===== src/rtl/counter_sequencer_pkg.sv =====
// counter_sequencer_pkg: shared state encoding and default widths for the counter sequencer
package counter_sequencer_pkg;
  localparam int DEF_WIDTH = 3;
  localparam int DEF_RUNS_W = 8;
  typedef enum logic [1:0] {
    IDLE   = 2'd0,
    RUN    = 2'd1,
    PAUSED = 2'd2
  } state_t;
endpackage


===== src/rtl/counter_sequencer_if.sv =====
// counter_sequencer_if: control and status bundle between controller logic and the sequencer
interface counter_sequencer_if import counter_sequencer_pkg::*; #(
  parameter int WIDTH = DEF_WIDTH,
  parameter int RUNS_W = DEF_RUNS_W
) ();
  logic              start;
  logic              abort;
  logic              hold;
  logic              auto_reload;
  logic [WIDTH-1:0]  limit;
  logic [WIDTH-1:0]  q;
  logic              busy;
  logic              done;
  logic [RUNS_W-1:0] runs;
  modport master (output start, abort, hold, auto_reload, limit, input q, busy, done, runs);
  modport slave (input start, abort, hold, auto_reload, limit, output q, busy, done, runs);
endinterface


===== src/rtl/counter_sequencer_count_reg.sv =====
// seq_count_reg: count register with sync clear, enable and terminal compare against the latched limit
module seq_count_reg import counter_sequencer_pkg::*; #(
  parameter int WIDTH = DEF_WIDTH
) (
  input  logic             i_clk,
  input  logic             i_rst_n,
  input  logic             i_clr,
  input  logic             i_en,
  input  logic [WIDTH-1:0] i_lim,
  output logic [WIDTH-1:0] o_q,
  output logic             o_term
);
  logic [WIDTH-1:0] r_q;
  // clear wins over enable; the register never wraps because the FSM stops enabling at the limit
  always_ff @(posedge i_clk) begin
    if (!i_rst_n) r_q <= '0;
    else r_q <= i_clr ? '0 : i_en ? r_q + WIDTH'(1) : r_q;
  end
  assign o_q = r_q;
  assign o_term = r_q == i_lim;
endmodule


===== src/rtl/counter_sequencer.sv =====
// counter_sequencer: runs a bounded up count from 0 to a latched limit with pause, abort, reload and a run tally
module counter_sequencer import counter_sequencer_pkg::*; #(
  parameter int WIDTH = DEF_WIDTH,
  parameter int RUNS_W = DEF_RUNS_W
) (
  input  logic i_clk,
  input  logic i_rst_n,
  counter_sequencer_if.slave bus
);
  state_t            r_state;
  logic [WIDTH-1:0]  r_lim;
  logic              r_busy;
  logic              r_done;
  logic [RUNS_W-1:0] r_runs;
  logic              w_term;
  logic              w_active;
  logic              w_clr;
  logic              w_en;
  assign w_active = r_state == RUN && !bus.hold;
  assign w_clr = bus.abort || (r_state == IDLE && bus.start) || (w_active && w_term && bus.auto_reload);
  assign w_en = w_active && !w_term;
  seq_count_reg #(.WIDTH(WIDTH)) u_count (
    .i_clk   (i_clk),
    .i_rst_n (i_rst_n),
    .i_clr   (w_clr),
    .i_en    (w_en),
    .i_lim   (r_lim),
    .o_q     (bus.q),
    .o_term  (w_term)
  );
  // sequencing FSM with the limit latch, completion pulse and saturating tally
  always_ff @(posedge i_clk) begin
    if (!i_rst_n) begin
      r_state <= IDLE;
      r_lim   <= '0;
      r_busy  <= 1'b0;
      r_done  <= 1'b0;
      r_runs  <= '0;
    end else begin
      r_done <= 1'b0;
      if (bus.abort) begin
        r_state <= IDLE;
        r_busy  <= 1'b0;
      end else begin
        case (r_state)
          IDLE: if (bus.start) begin
            r_lim   <= bus.limit;
            r_state <= RUN;
            r_busy  <= 1'b1;
          end
          RUN: if (bus.hold) r_state <= PAUSED;
          else if (w_term) begin
            r_done <= 1'b1;
            r_runs <= (&r_runs) ? r_runs : r_runs + RUNS_W'(1);
            if (!bus.auto_reload) begin
              r_state <= IDLE;
              r_busy  <= 1'b0;
            end
          end
          PAUSED: if (!bus.hold) r_state <= RUN;
          default: begin
            r_state <= IDLE;
            r_busy  <= 1'b0;
          end
        endcase
      end
    end
  end
  assign bus.busy = r_busy;
  assign bus.done = r_done;
  assign bus.runs = r_runs;
endmodule

===== src/flat_wrapper.sv =====
// flat-port wrapper written by rule: the top's interface ports become plain ports
module counter_sequencer_flat import counter_sequencer_pkg::*;
#(
  parameter int WIDTH = DEF_WIDTH,
  parameter int RUNS_W = DEF_RUNS_W
)
  (i_clk, i_rst_n, bus_start, bus_abort, bus_hold, bus_auto_reload, bus_limit, bus_q, bus_busy, bus_done, bus_runs);
  counter_sequencer_if #(.WIDTH(WIDTH), .RUNS_W(RUNS_W)) bus_i ();
  input  logic i_clk;
  input  logic i_rst_n;
  input wire logic [$bits(bus_i.start)-1:0] bus_start;
  input wire logic [$bits(bus_i.abort)-1:0] bus_abort;
  input wire logic [$bits(bus_i.hold)-1:0] bus_hold;
  input wire logic [$bits(bus_i.auto_reload)-1:0] bus_auto_reload;
  input wire logic [$bits(bus_i.limit)-1:0] bus_limit;
  output wire logic [$bits(bus_i.q)-1:0] bus_q;
  output wire logic [$bits(bus_i.busy)-1:0] bus_busy;
  output wire logic [$bits(bus_i.done)-1:0] bus_done;
  output wire logic [$bits(bus_i.runs)-1:0] bus_runs;
  assign bus_i.start = bus_start;
  assign bus_i.abort = bus_abort;
  assign bus_i.hold = bus_hold;
  assign bus_i.auto_reload = bus_auto_reload;
  assign bus_i.limit = bus_limit;
  assign bus_q = bus_i.q;
  assign bus_busy = bus_i.busy;
  assign bus_done = bus_i.done;
  assign bus_runs = bus_i.runs;
  counter_sequencer #(.WIDTH(WIDTH), .RUNS_W(RUNS_W)) u_core (.i_clk(i_clk), .i_rst_n(i_rst_n), .bus(bus_i));
endmodule

===== config.mk =====
export PLATFORM = sky130hd
export DESIGN_NAME = counter_sequencer_flat
export DESIGN_NICKNAME = d
export VERILOG_FILES = /design/src/rtl/counter_sequencer_pkg.sv /design/src/rtl/counter_sequencer_if.sv /design/src/rtl/counter_sequencer_count_reg.sv /design/src/rtl/counter_sequencer.sv /design/src/flat_wrapper.sv
export SDC_FILE = /design/constraint.sdc
export NUM_CORES = 1
export LEC_CHECK = 0
export ABC_CLOCK_PERIOD_IN_PS = 4700
export CAP_MARGIN = 10
export CORE_ASPECT_RATIO = 1.75
export CORE_MARGIN = 2
export CORE_UTILIZATION = 23
export DETAILED_ROUTE_END_ITERATION = 16
export GPL_ROUTABILITY_DRIVEN = 0
export PLACE_DENSITY = 0.53
export REMOVE_ABC_BUFFERS = 1
export SKIP_CTS_REPAIR_TIMING = 1
export SLEW_MARGIN = 10
export SYNTH_ARGS = -nofsm -noshare
export SYNTH_HDL_FRONTEND = slang
export SYNTH_SLANG_ARGS = --single-unit

===== constraint.sdc =====
create_clock -name i_clk -period 4.7 [get_ports i_clk]
set_input_delay 0.94 -clock i_clk [delete_from_list [all_inputs] [get_ports i_clk]]
set_output_delay 0.94 -clock i_clk [all_outputs]
set_load 0.05 [all_outputs]

==> reports/summary.md <==
The maximum number of pins on one net before global-route repair came out at 13. The die covers 4581 um^2. Of the cells placed in the final design, the portion with a size suffix greater than 1 is 4.098%. Number of antenna violations at the first check in global routing: 0. The run gives 39.6% as the clock network fraction of design power.

For the core occupancy in the finished layout, the log shows 31.72%. Slowest cell on the critical path: sky130_fd_sc_hd__or4_1. The run gives 22 as the I/O pin total.

Endpoint of the worst register-to-register path: u_core.bus.runs[5]. The number of CTS-inserted buffers came out at 3. For this run the aggregate overflow at the end of global routing stands at 0. In the finished design, the share of the clock period the worst path needs comes to 56.09%. In this run the vertical extent of the chip is 88.05 um. Detailed placement ended at an HPWL of 1.723 mm. Count of buffers from port buffering: 21. The repair_antennas step left the layout with diodes totalling 0. The core footprint is 3866 um^2, and the wire length of the first global-routing pass is 3.615 mm. Summed over all nets, the switching power comes to 0.06787 mW. Clock-pin slew was measured on the worst setup and hold paths at 0.06 ns. The most common cell after layout, fill and taps aside is sky130_fd_sc_hd__clkdlybuf4s50_1. The final-report max-slew violation count is 0. The horizontal extent of the die was 52.03 um. The worst-case IR drop observed on VDD is 0.00008096 V. The synthesized design contains 0 enable-type register cells. In the layout the commonest cells are sky130_fd_sc_hd__clkdlybuf4s50_1 (21), sky130_fd_sc_hd__dfxtp_1 (18), sky130_fd_sc_hd__nor2_1 (10), sky130_fd_sc_hd__mux2i_1 (10), sky130_fd_sc_hd__nand2_1 (8). Reg2reg setup slack: 2.78 ns. Of all flip-flops after synthesis, the portion carrying an async set or reset was 0%. STA classifies the critical path endpoint as a register. The detail route stage leaves a number of antenna-violating nets equal to 0.

Headroom to the max-slew limit came out at 61.05%. The final total power was 0.3115 mW. Internal power comes to 0.2436 mW.

The logs give 0.003003 ns for the clock skew after layout and 4.88 ns for the required arrival time at the worst endpoint. After synthesis, the mean cell area works out to 9.284 um^2. In this run the cell area of the synthesized design comes to 928.4 um^2. Timing would allow up to 0.3793 GHz. Met2 layer usage reported by global route: 18.99%. The count of final setup violators is 0. In this run, distinct cell masters in the synthesized netlist total 35.

After detailed routing, the average wire length per cell comes to 12.82 um. Via count of the first global-routing pass: 786. For met1 alone, demand over resource in global routing was 11.77%.

The switching share of power was 21.79%. The tools report the proportion of power drawn by combinational gates as 9.9%. The signal on the critical path passes through clkdlybuf4s50_1, or3b_1, nand4b_4, or4_1, a21oi_1. Cell taking the most area after synthesis: sky130_fd_sc_hd__dfxtp_1. The number of max-cap violations is 0, and the worst-path maximum fanout is 12. The portion of the post-synthesis area used by sequential elements is 38.81%. For the leakage power total, the log shows 0.3895 nW. In this run the worst setup path terminates at u_core.bus.runs[5].

The tools report the site row count as 30. The post-synthesis sequential element count was 18. In this run the power density over the cells is 254.0 nW/um^2. The critical path in this run is classified as input port to register.

After the last flow step, the layout net total stands at 134. The run finished with clean final reports. The primary flip-flop cell chosen by synthesis mapping is sky130_fd_sc_hd__dfxtp_1. Synthesis produced a netlist whose cell count is 100. The count of TritonRoute iterations in the first routing pass is 4. At the pin with the least slew margin, the transition time is 0.5821 ns. TritonCTS built the clock tree.

The met3 track demand over resource in global routing is 1.024%. The setup TNS was 0 ns; the area share of the largest cell type after synthesis was 38.81%. Peak per-stage delay on the critical path: 0.57 ns. Once the floorplan was initialized, standard cells occupied 24.01% of the core. For the total number of vias, the log shows 806.

Final hold analysis gives a worst-case slack of 0.4913 ns. From synthesis to final layout, the design area changed by 32.08%. After detailed routing, the total wire length is 2.179 mm. Ranked by total cell area, the synthesized netlist is headed by sky130_fd_sc_hd__dfxtp_1 (39%), sky130_fd_sc_hd__mux2i_1 (11%), sky130_fd_sc_hd__xnor2_1 (5.7%), sky130_fd_sc_hd__nor2_1 (4.0%), sky130_fd_sc_hd__nand2b_1 (3.4%).

The clock reaches the later pin of the worst-skew pair after 0.25 ns. The overall track demand over capacity in global routing was 10.66%; the cell depth of the worst flop-to-flop path was 4. After the first detailed-routing iteration, the DRC count stood at 8.

After global routing, the most crowded layer is met2. The tools report the source of the worst register-to-register timing path as u_core.r_state[0]. For the deepest level of the CTS H-tree, the log shows 1. The residual DRC count is 0, and the data arrival time of the critical path is 2.82 ns. The average via count per standard cell was 4.741. For the final hold violation count, the log shows 0. Startpoint class of the critical path: an input port.

The clock net sink count came out at 18. Setup repair after global routing left no endpoint under its margin. Subtracting the final worst setup slack from the clock period gives 2.636 ns. Tracing the worst setup path back leads to its startpoint at bus_hold.

The share of total power dissipated in sequential elements is 50.5%. For this run, the number of Yosys warnings is 0. No sink is reached through more buffers than the 2 on the longest clock path.

The path class of the tightest hold or removal check is register to register. In this run the clock root is driven by a sky130_fd_sc_hd__clkbuf_8.
synthesized netlist by cell type (all sizes together), types with 2 or more instances:
master and instances:
a21oi 4, buf 2, dfxtp 18, ha 2
inv 5, mux2i 10, nand2 8, nand2b 5
nand3 2, nor2 10, nor3 2, nor4b 2
o21ai 2, o31ai 2, or4 2, xnor2 6
kinds of logic (layout without fill, tap and decap cells):
kind of cell	count (synthesis)	after routing	share of synthesized area [%]
adders and majority gates	2	2	2.695
AOI/OAI and AO/OA	14	14	9.974
DFF	18	18	38.81
and+or+nand+nor	42	42	27.09
buffers and inverters	8	30	4.987
xor gates and xnor gates	6	6	5.660
muxes	10	10	10.78
sequential cells by signal, indices dropped and copies added (netlist names):
name / flops
u_core.bus.done: 1
u_core.r_lim: 3
u_core.r_state: 2
u_core.u_count.o_q: 3
u_core.bus.runs: 8
u_core.bus.busy: 1
worst max-delay path, delay by kind of cell:
| kind | cells | cell delay [ns] |
|---|---|---|
| AND/OR/NAND/NOR | 3 | 1.26 |
| buffers and inverters | 1 | 0.44 |
| AO/OA/AOI/OAI | 1 | 0.17 |
metrics by stage:
| stage | std cells | cell area, um^2 | worst slack (ns) |
|---|---|---|---|
| finish | 170 | 1226 | 2.064 |
| global route | 170 | 1226 | 1.964 |
| CTS | 170 | 1226 | 2.074 |
| detailed placement | 166 | 1171 | 1.817 |
| global placement | 166 | 1171 | 1.898 |
| floorplan | 97 | 900.9 | 2.428 |
worst min-delay path by stage:
stage                         endpoint  slack (ns)                from  cells past startpoint
floorplan              u_core.r_lim[0]        0.48     u_core.r_lim[0]                      2
global placement       u_core.bus.busy        0.48     u_core.bus.busy                      2
detailed placement  u_core.bus.runs[7]        0.49  u_core.bus.runs[7]                      2
CTS                 u_core.bus.runs[7]        0.50  u_core.bus.runs[7]                      2
global route        u_core.bus.runs[7]        0.53  u_core.bus.runs[7]                      2
finish              u_core.bus.runs[7]        0.49  u_core.bus.runs[7]                      2
layer usage:
metal  part of all wire, %  vias to the layer above
met3                   3.5                        5
met2                    51                       28
li1                      -                      404
met1                    43                      369
met5                     0                        -
met4                   2.3                        0
layout make-up:
type                       count  area, um^2
fill                         410        2640
multi-input combinational     74       521.8
sequential                    18       360.3
timing repair buffer          21       210.2
tap                           48       60.06
clock buffer                   4       55.05
inverter                       5       18.77
power groups by stage:
stage	Sequential (mW)	Clock, mW	Combinational, mW
after floorplan	0.163	0	0.0140
after global placement	0.161	0	0.0302
after detailed placement	0.161	0	0.0307
after CTS	0.157	0.128	0.0309
after global routing	0.158	0.133	0.0336
final	0.157	0.123	0.0307
Note: power is estimated with default switching activity, not from simulation.
